$ cat src/rtl/periph_rx_arbiter.sv
// periph_rx_arbiter: drains the per-slot RX FIFOs into the single USB TX FIFO
// using burst-limited round-robin. Each packet is tagged with its slot address.
module periph_rx_arbiter #(
  parameter int unsigned NUM_PERIPHS = 8,
  parameter int unsigned DATA_WIDTH  = 29,
  parameter int unsigned ADDR_WIDTH  = 3,
  parameter int unsigned MAX_BURST   = 4
) (
  input  logic                              clk,
  input  logic                              rst,
  input  logic [NUM_PERIPHS*DATA_WIDTH-1:0] periph_data,
  input  logic [NUM_PERIPHS-1:0]            periph_empty,
  output logic [NUM_PERIPHS-1:0]            periph_rden,
  input  logic [NUM_PERIPHS-1:0]            periph_enable,
  output logic [ADDR_WIDTH+DATA_WIDTH-1:0]  out_data,
  output logic                              out_wren,
  input  logic                              out_full,
  output logic                              idle
);

  localparam int unsigned PKT_W = ADDR_WIDTH + DATA_WIDTH;
  localparam int unsigned SLOTS = 1 << ADDR_WIDTH;
  localparam int unsigned CNT_W = 4;

  logic                   r_hold_valid;
  logic [PKT_W-1:0]       r_hold_data;
  logic [ADDR_WIDTH-1:0]  r_last_grant;
  logic [CNT_W-1:0]       r_burst_cnt;

  logic [NUM_PERIPHS-1:0] w_req;
  logic [SLOTS-1:0]       w_req_ext;
  logic [DATA_WIDTH-1:0]  w_words [SLOTS];
  logic                   w_slot_free;
  logic                   w_grant_vld;
  logic                   w_stay;
  logic                   w_found;
  logic [ADDR_WIDTH-1:0]  w_scan;
  logic [ADDR_WIDTH-1:0]  w_grant;

  assign w_req       = ~periph_empty & periph_enable;
  assign w_req_ext   = SLOTS'(w_req);
  // Reset suppresses both strobes so nothing is popped or written on the reset edge.
  assign out_wren    = r_hold_valid & ~out_full & ~rst;
  assign w_slot_free = ~r_hold_valid | out_wren;
  assign w_grant_vld = w_slot_free & (|w_req) & ~rst;
  assign out_data    = r_hold_data;
  assign idle        = ~r_hold_valid & ~(|w_req);
  assign periph_rden = w_grant_vld ? (NUM_PERIPHS'(1) << w_grant) : '0;

  // Unpack the flat head-word bus into an address-indexed array.
  always_comb begin
    for (int unsigned i = 0; i < SLOTS; i++) begin
      w_words[i] = '0;
    end
    for (int unsigned i = 0; i < NUM_PERIPHS; i++) begin
      w_words[i] = periph_data[i*DATA_WIDTH +: DATA_WIDTH];
    end
  end

  // Grant select: continue an open burst, else first requester after the last owner.
  // A zero burst count means no burst is open (post-reset), so slot 0 wins first.
  always_comb begin
    w_stay  = (r_burst_cnt != '0) && (r_burst_cnt < CNT_W'(MAX_BURST)) &&
              w_req_ext[r_last_grant];
    w_scan  = r_last_grant;
    w_grant = r_last_grant;
    w_found = 1'b0;
    for (int unsigned k = 0; k < NUM_PERIPHS; k++) begin
      w_scan = (w_scan == ADDR_WIDTH'(NUM_PERIPHS - 1)) ? '0 : w_scan + ADDR_WIDTH'(1);
      if (!w_found && w_req_ext[w_scan]) begin
        w_found = 1'b1;
        w_grant = w_scan;
      end
    end
    if (w_stay) begin
      w_grant = r_last_grant;
    end
  end

  // Holding register and burst bookkeeping.
  always_ff @(posedge clk) begin
    if (rst) begin
      r_hold_valid <= 1'b0;
      r_hold_data  <= '0;
      r_last_grant <= ADDR_WIDTH'(NUM_PERIPHS - 1);
      r_burst_cnt  <= '0;
    end else if (w_grant_vld) begin
      r_hold_valid <= 1'b1;
      r_hold_data  <= {w_grant, w_words[w_grant]};
      if (w_stay) begin
        r_burst_cnt <= (r_burst_cnt < CNT_W'(MAX_BURST)) ? r_burst_cnt + CNT_W'(1)
                                                         : r_burst_cnt;
      end else begin
        r_last_grant <= w_grant;
        r_burst_cnt  <= CNT_W'(1);
      end
    end else if (out_wren) begin
      r_hold_valid <= 1'b0;
    end
  end

endmodule

$ cat config.mk
export PLATFORM = sky130hd
export DESIGN_NAME = periph_rx_arbiter
export DESIGN_NICKNAME = d
export VERILOG_FILES = /design/src/rtl/periph_rx_arbiter.sv
export SDC_FILE = /design/constraint.sdc
export NUM_CORES = 1
export LEC_CHECK = 0
export ABC_AREA = 0
export BUFFER_PORTS_ARGS = -buffer_cell sky130_fd_sc_hd__buf_2
export CAP_MARGIN = 25
export CORE_MARGIN = 8
export CORE_UTILIZATION = 46
export CTS_BUF_LIST = sky130_fd_sc_hd__clkbuf_16
export CTS_CLUSTER_SIZE = 30
export DETAILED_ROUTE_END_ITERATION = 12
export PLACE_DENSITY = 0.83
export SLEW_MARGIN = 15
export SYNTH_ARGS = -nofsm -noshare
export SYNTH_HDL_FRONTEND = slang
export SYNTH_SLANG_ARGS = --single-unit
$ cat constraint.sdc
create_clock -name clk -period 4.6 [get_ports clk]
set_input_delay 0 -clock clk [delete_from_list [all_inputs] [get_ports clk]]
set_output_delay 0 -clock clk [all_outputs]
set_load 0.1 [all_outputs]
; Word level (Yosys, flattened, before mapping)
; Cells that the tools add are included.
[classes]
n_eq_ne = 9
n_reduce_logical = 21
n_lt_le_gt_ge = 11
addsub = 9
bitwise = 14
n_mux = 50
shifts = 1
[op_table]
columns = cell, count
row1 = 29-bit binary-select mux with 3-bit select, 1
row2 = 29-bit two-way mux, 2
row3 = 3-bit two-way mux, 17
row4 = 3-bit by 4-bit less-than comparator with 1-bit output (second input constant), 9
row5 = 1-bit binary-select mux with 3-bit select, 9
row6 = 3-bit by 1-bit adder with 3-bit output (second input constant), 8
row7 = 3-bit equality test (second input constant), 8
row8 = 1-bit two-way mux, 18
row9 = 1-bit logical AND, 9
row10 = 8-bit bitwise AND, 1
row11 = 4-bit two-way mux, 2
row12 = 8-bit two-way mux, 1
row13 = 8-bit inverter, 1
row14 = 8-bit OR reduction, 1
row15 = 1-bit by 3-bit << shifter with 8-bit output (first input constant), 1
row16 = 1-bit zero test, 7
row17 = 1-bit bitwise AND, 5
row18 = 1-bit inverter, 5
row19 = 4-bit by 1-bit adder with 4-bit output (second input constant), 1
row20 = 4-bit >= comparator (second input constant), 1
row21 = 4-bit by 3-bit less-than comparator with 1-bit output (second input constant), 1
row22 = 3-bit inverter with 4-bit output, 1
row23 = 2-bit AND reduction, 2
row24 = 4-bit nonzero test, 1
row25 = other kinds (3), 3
[word_totals]
word_cells = 119
ff_bits = 40
input_bits = 251

; Longest topological paths before layout
[logic_depth]
word_depth = 31
depth_mapped = 17
mapped_depth_nobuf = 12

; Worst setup path after synthesis
; OpenSTA, ideal clock, no wires.
[synth_timing]
path_type = register -> output
start = register r_last_grant[0]
end = output port periph_rden[2]
required_time_ns = 4.600
arrival_time_ns = 5.566
stages_incl_launch_ff = 14
setup_slack_ns = -0.966
n_path_buf = 3
path_cell_list = dfxtp_1 clkinv_1 ha_1 inv_2 mux4_2 mux2_2 nor2_1 nand4_1 or4_1 buf_2 and3_4 buf_6 clkbuf_1 nor3_1
[synth_via]
elab_chain_len = 29
word_cells_on_any_way = 75
[synth_rtl]
columns = item, line_no
row1 = "start, declared", 27  ; logic [ADDR_WIDTH-1:0] r_last_grant;
row2 = "start signal, assigned", 85  ; r_last_grant <= ADDR_WIDTH'(NUM_PERIPHS - 1);
row3 = "start signal, assigned", 94  ; r_last_grant <= w_grant;
row4 = branches (longest 26 deep; another with 3-bit by 1-bit adder with 3-bit output), n/a
row5 = 3-bit two-way mux *, 75  ; if (w_stay) begin
row6 = 1-bit by 3-bit << shifter with 8-bit output *, 48  ; assign periph_rden = w_grant_vld ? (NUM_PERIPHS'(1) << w_grant) : '0;
row7 = 8-bit two-way mux *, 48
row8 = "end, declared", 13  ; output logic [NUM_PERIPHS-1:0] periph_rden,
; Every way passes the cells marked *. The select of a mux whose other input is x is not followed.

; Worst setup path in the final report
[layout_timing]
start = register r_last_grant[1]
end = output port periph_rden[3]
; The elaborated chain is that of the path after synthesis.

==> load_flow_metrics.sql <==
INSERT INTO impl_metrics (metric_group, metric, value, unit) VALUES
('run_status', 'status', 'complete, no violations', ''),
('global_route', 'maximum_number_of_pins_on_one_net_before_global_route_repair', '56', ''),
('critical_path', 'worstPathCellList', 'ha_1, ha_1, or2_4, mux2i_2, mux4_2, o21ai_0, a41oi_1, or4b_4, buf_4, and3_4, buf_4, nor3_2, buf_6', ''),
('die', 'fp.coreArea', '10800', 'µm²'),
('critical_path', 'worstSetupPathType', 'register to output port', ''),
('yosys', 'ys_top_cells_by_count', '87 x sky130_fd_sc_hd__nand2_1, 52 x sky130_fd_sc_hd__a21oi_1, 40 x sky130_fd_sc_hd__dfxtp_1', ''),
('yosys', 'seq_area_frac_synth', '15.7', '%'),
('min_path', 'worst_hold_path_type', 'input port to register', ''),
('timing', 'skew', '5.23', 'ps'),
('placement', 'placement.cell_area', '6830', 'µm²'),
('detailed_routing', 'drt-initial-drc-count', '781', ''),
('yosys', 'synth.top_cell.area_share', '15.7', '%'),
('yosys', 'flip_flop_and_latch_count_after_synthesis', '40', ''),
('placement', 'dpl.hpwl', '18200', 'µm'),
('finish', 'nNetsFinal', '1173', ''),
('timing', 'hold_viol_final', '0', ''),
('timing', 'tightestPinTransition', '529', 'ps'),
('cts', 'cts-hold-fix-buffers', '0', ''),
('detailed_routing', 'routed-via-count', '6613', ''),
('global_route', 'antenna_violations_before_repair', '5', ''),
('die', 'floorplan.io_pins', '293', ''),
('timing', 'maxSlewViolCount', '0', ''),
('global_route', 'grt_first_pass_wirelength', '34600', 'µm'),
('job', 'maxCapViolCount', '0', ''),
('critical_path', 'crit_path_max_incr_delay', '560', 'ps'),
('timing', 'timing.max_slew.rel_slack', '64.6', '%'),
('die', 'rows', '38', ''),
('placement', 'gp_routability_congestion', '0.960', ''),
('yosys', 'synth.lib_cells_used.distinct', '68', ''),
('cts', 'cts_htree_levels', '2', ''),
('global_route', 'grt_use_total', '29.4', '%'),
('yosys', 'netlist_area', '5090', 'µm²'),
('detailed_routing', 'route.detailed.drc', '0', ''),
('cts', 'clock_insertion_delay_worst_skew', '280', 'ps'),
('detailed_routing', 'detail_route.wl_per_cell', '22.1', 'µm'),
('yosys', 'syn_inst', '642', ''),
('die', 'effective_utilization_at_floorplan', '47.0', '%'),
('yosys', 'post_synth_main_area_contributors', 'sky130_fd_sc_hd__dfxtp_1 16%, sky130_fd_sc_hd__mux4_2 9.3%, sky130_fd_sc_hd__nand2_1 6.4%', ''),
('critical_path', 'kind_of_launch_point_of_the_worst_setup_path', 'register', ''),
('critical_path', 'critical-path-slowest-cell', 'sky130_fd_sc_hd__or4b_4', ''),
('yosys', 'yosys_warnings', '0', ''),
('timing', 'finalSetupViolations', '0', ''),
('critical_path', 'r2r.worst_path.cells', '14', ''),
('placement', 'port_buffers', '292', ''),
('cts', 'clock_tree_root', 'sky130_fd_sc_hd__clkbuf_16', ''),
('yosys', 'synth_enable_flop_cells', '0', ''),
('critical_path', 'crit_fanout', '35', ''),
('timing', 'final_period_minus_worst_setup_slack', '4420', 'ps'),
('detailed_routing', 'detail_route.first_pass.iterations', '5', ''),
('yosys', 'synthesis.area_per_instance', '7.94', 'µm²'),
('cts', 'number_of_buffers_added_by_the_clock_tree_synthesis_step', '5', ''),
('detailed_routing', 'drtAntennaViolNets', '0', ''),
('placement', 'placed_instance_count', '1043', ''),
('cts', 'ctsLongestPathBuffers', '2', ''),
('timing', 'post-route-period-util', '96.0', '%'),
('finish', 'final-instance-count-excl-fill', '1060', ''),
('critical_path', 'worst_ep_required_time', '4600', 'ps'),
('die', 'die_w', '121', 'µm'),
('timing', 'setup_total_negative_slack', '0', 'ps'),
('global_route', 'globalRouteOverflowTotal', '0', ''),
('detailed_routing', 'totalWireLength', '23500', 'µm'),
('yosys', 'yosys_most_used_dff', 'sky130_fd_sc_hd__dfxtp_1', ''),
('critical_path', 'worst_setup_path_end_kind', 'output port', ''),
('detailed_routing', 'vias_per_cell', '6.24', ''),
('timing', 'max_freq', '0.226', 'GHz'),
('yosys', 'synth_most_common_cell', 'sky130_fd_sc_hd__nand2_1', ''),
('critical_path', 'arrival', '4420', 'ps'),
('yosys', 'synth_top_cell_by_area', 'sky130_fd_sc_hd__dfxtp_1', ''),
('finish', 'nFillCells', '982', ''),
('min_path', 'hold_path_depth', '3', ''),
('yosys', 'async_flop_share', '0', '%'),
('finish', 'layout_cell_share_with_drive_strength_beyond_1', '45.1', '%'),
('die', 'die_h', '121', 'µm'),
('finish', 'layout-area-overhead-vs-synth', '39.1', '%'),
('cts', 'tritoncts_sinks', '40', ''),
('finish', 'design_area', '7090', 'µm²'),
('cts', 'cts_tree', 'built', ''),
('die', 'fp.dieArea', '14700', 'µm²'),
('global_route', 'first_global_vias', '6088', ''),
('cts', 'clk_transition_reported_paths', '60', 'ps'),
('yosys', 'syn_nets', '901', '');
area by class of cell:
class                   count  area [µm²]  share of cell area, %
well taps                 140         175                   2.47
clock buffers               5         125                   1.76
multi-input cells         514        3970                   56.0
clock inverters             3        15.0                  0.212
flip-flops and latches     40         801                   11.3
repair buffers            326        1880                   26.6
inverters                  27         105                   1.48
diodes                      5        12.5                  0.176
worst paths after layout:
path                                 startpoint             end  slack, ps
worst max register to register  r_last_grant[1]    out_data[24]        250
worst min-delay path                   out_full    r_hold_valid         20
worst min register to register     out_data[31]    out_data[31]        450
worst max-delay path            r_last_grant[1]  periph_rden[3]        180
critical path, delay by kind of cell, from the launching register on:
kind	cells	cell delay, ps
and+or+nand+nor	4	1300
AOI/OAI and AO/OA	2	440
muxes	2	780
adders and majority gates	2	450
buffers and inverters	3	720
DFF	1	440
state kept, by name (all words and copies together) (netlist names):
| name | flops |
|---|---|
| r_hold_valid | 1 |
| r_burst_cnt | 4 |
| r_last_grant | 3 |
| out_data | 32 |
cell families after synthesis:
| kind of cell | count (synthesis) | share of synthesized area (%) |
|---|---|---|
| AND/OR/NAND/NOR | 224 | 22.7 |
| AO/OA/AOI/OAI | 210 | 31.8 |
| buffers and inverters | 89 | 8.33 |
| multiplexers | 59 | 17.3 |
| flip-flops | 40 | 15.7 |
| XOR/XNOR | 12 | 2.21 |
| adder cells (fa/ha/maj) | 8 | 1.96 |
through the flow:
stage                     setup slack [ps]  util [%]  hold slack [ps]
final                                  184      65.4             16.8
after global routing                 -4.63      65.4             53.9
after CTS                            -39.6      64.4             13.7
after detailed placement             -43.6      63.0              303
after global placement                75.5      63.0              307
after floorplan                       -336         -              175
placed cells by master, fill, tap and decap left out, types with 3 or more instances in the layout:
master / n
sky130_fd_sc_hd__a221oi_1: 20
sky130_fd_sc_hd__buf_2: 284
sky130_fd_sc_hd__mux2i_2: 5
sky130_fd_sc_hd__nand3_1: 4
sky130_fd_sc_hd__nor2_1: 28
sky130_fd_sc_hd__ha_1: 7
sky130_fd_sc_hd__inv_1: 26
sky130_fd_sc_hd__xnor2_1: 7
sky130_fd_sc_hd__a211oi_1: 5
sky130_fd_sc_hd__nand4_1: 33
sky130_fd_sc_hd__a22oi_1: 30
sky130_fd_sc_hd__nor3_2: 3
sky130_fd_sc_hd__and2_1: 3
sky130_fd_sc_hd__nor2_2: 5
sky130_fd_sc_hd__nand2b_1: 9
sky130_fd_sc_hd__nor3_1: 6
sky130_fd_sc_hd__o211a_1: 27
sky130_fd_sc_hd__nor2b_1: 7
sky130_fd_sc_hd__buf_12: 10
sky130_fd_sc_hd__mux2i_1: 11
sky130_fd_sc_hd__diode_2: 5
sky130_fd_sc_hd__nand2_1: 87
sky130_fd_sc_hd__a221o_1: 21
sky130_fd_sc_hd__and3_1: 20
sky130_fd_sc_hd__mux2_2: 22
sky130_fd_sc_hd__dfxtp_1: 40
sky130_fd_sc_hd__buf_6: 4
sky130_fd_sc_hd__a311oi_1: 8
sky130_fd_sc_hd__o21ai_0: 5
sky130_fd_sc_hd__o211ai_1: 21
sky130_fd_sc_hd__mux4_2: 21
sky130_fd_sc_hd__a21oi_1: 51
sky130_fd_sc_hd__clkbuf_16: 5
sky130_fd_sc_hd__buf_4: 27
metal layers:
metal | up-vias | share of wire, % | global-route usage, %
met1 | 3088 | 39 | 36.6
met4 | 2 | 3.3 | 12.4
met5 | - | 0.055 | 0
met2 | 415 | 49 | 48.1
met3 | 57 | 9.4 | 6.38
li1 | 3051 | - | -
timing repair:
action,in CTS,in global routing
gates resized for setup,5,15
pin swaps,0,1
setup endpoints to repair,22,37
hold endpoints to repair,0,0
gates cloned,0,1
buffers inserted,0,1
Power is left out: the tool's default activity adds up to more than one toggle a clock period on the data nets, which glitch-free logic cannot reach.
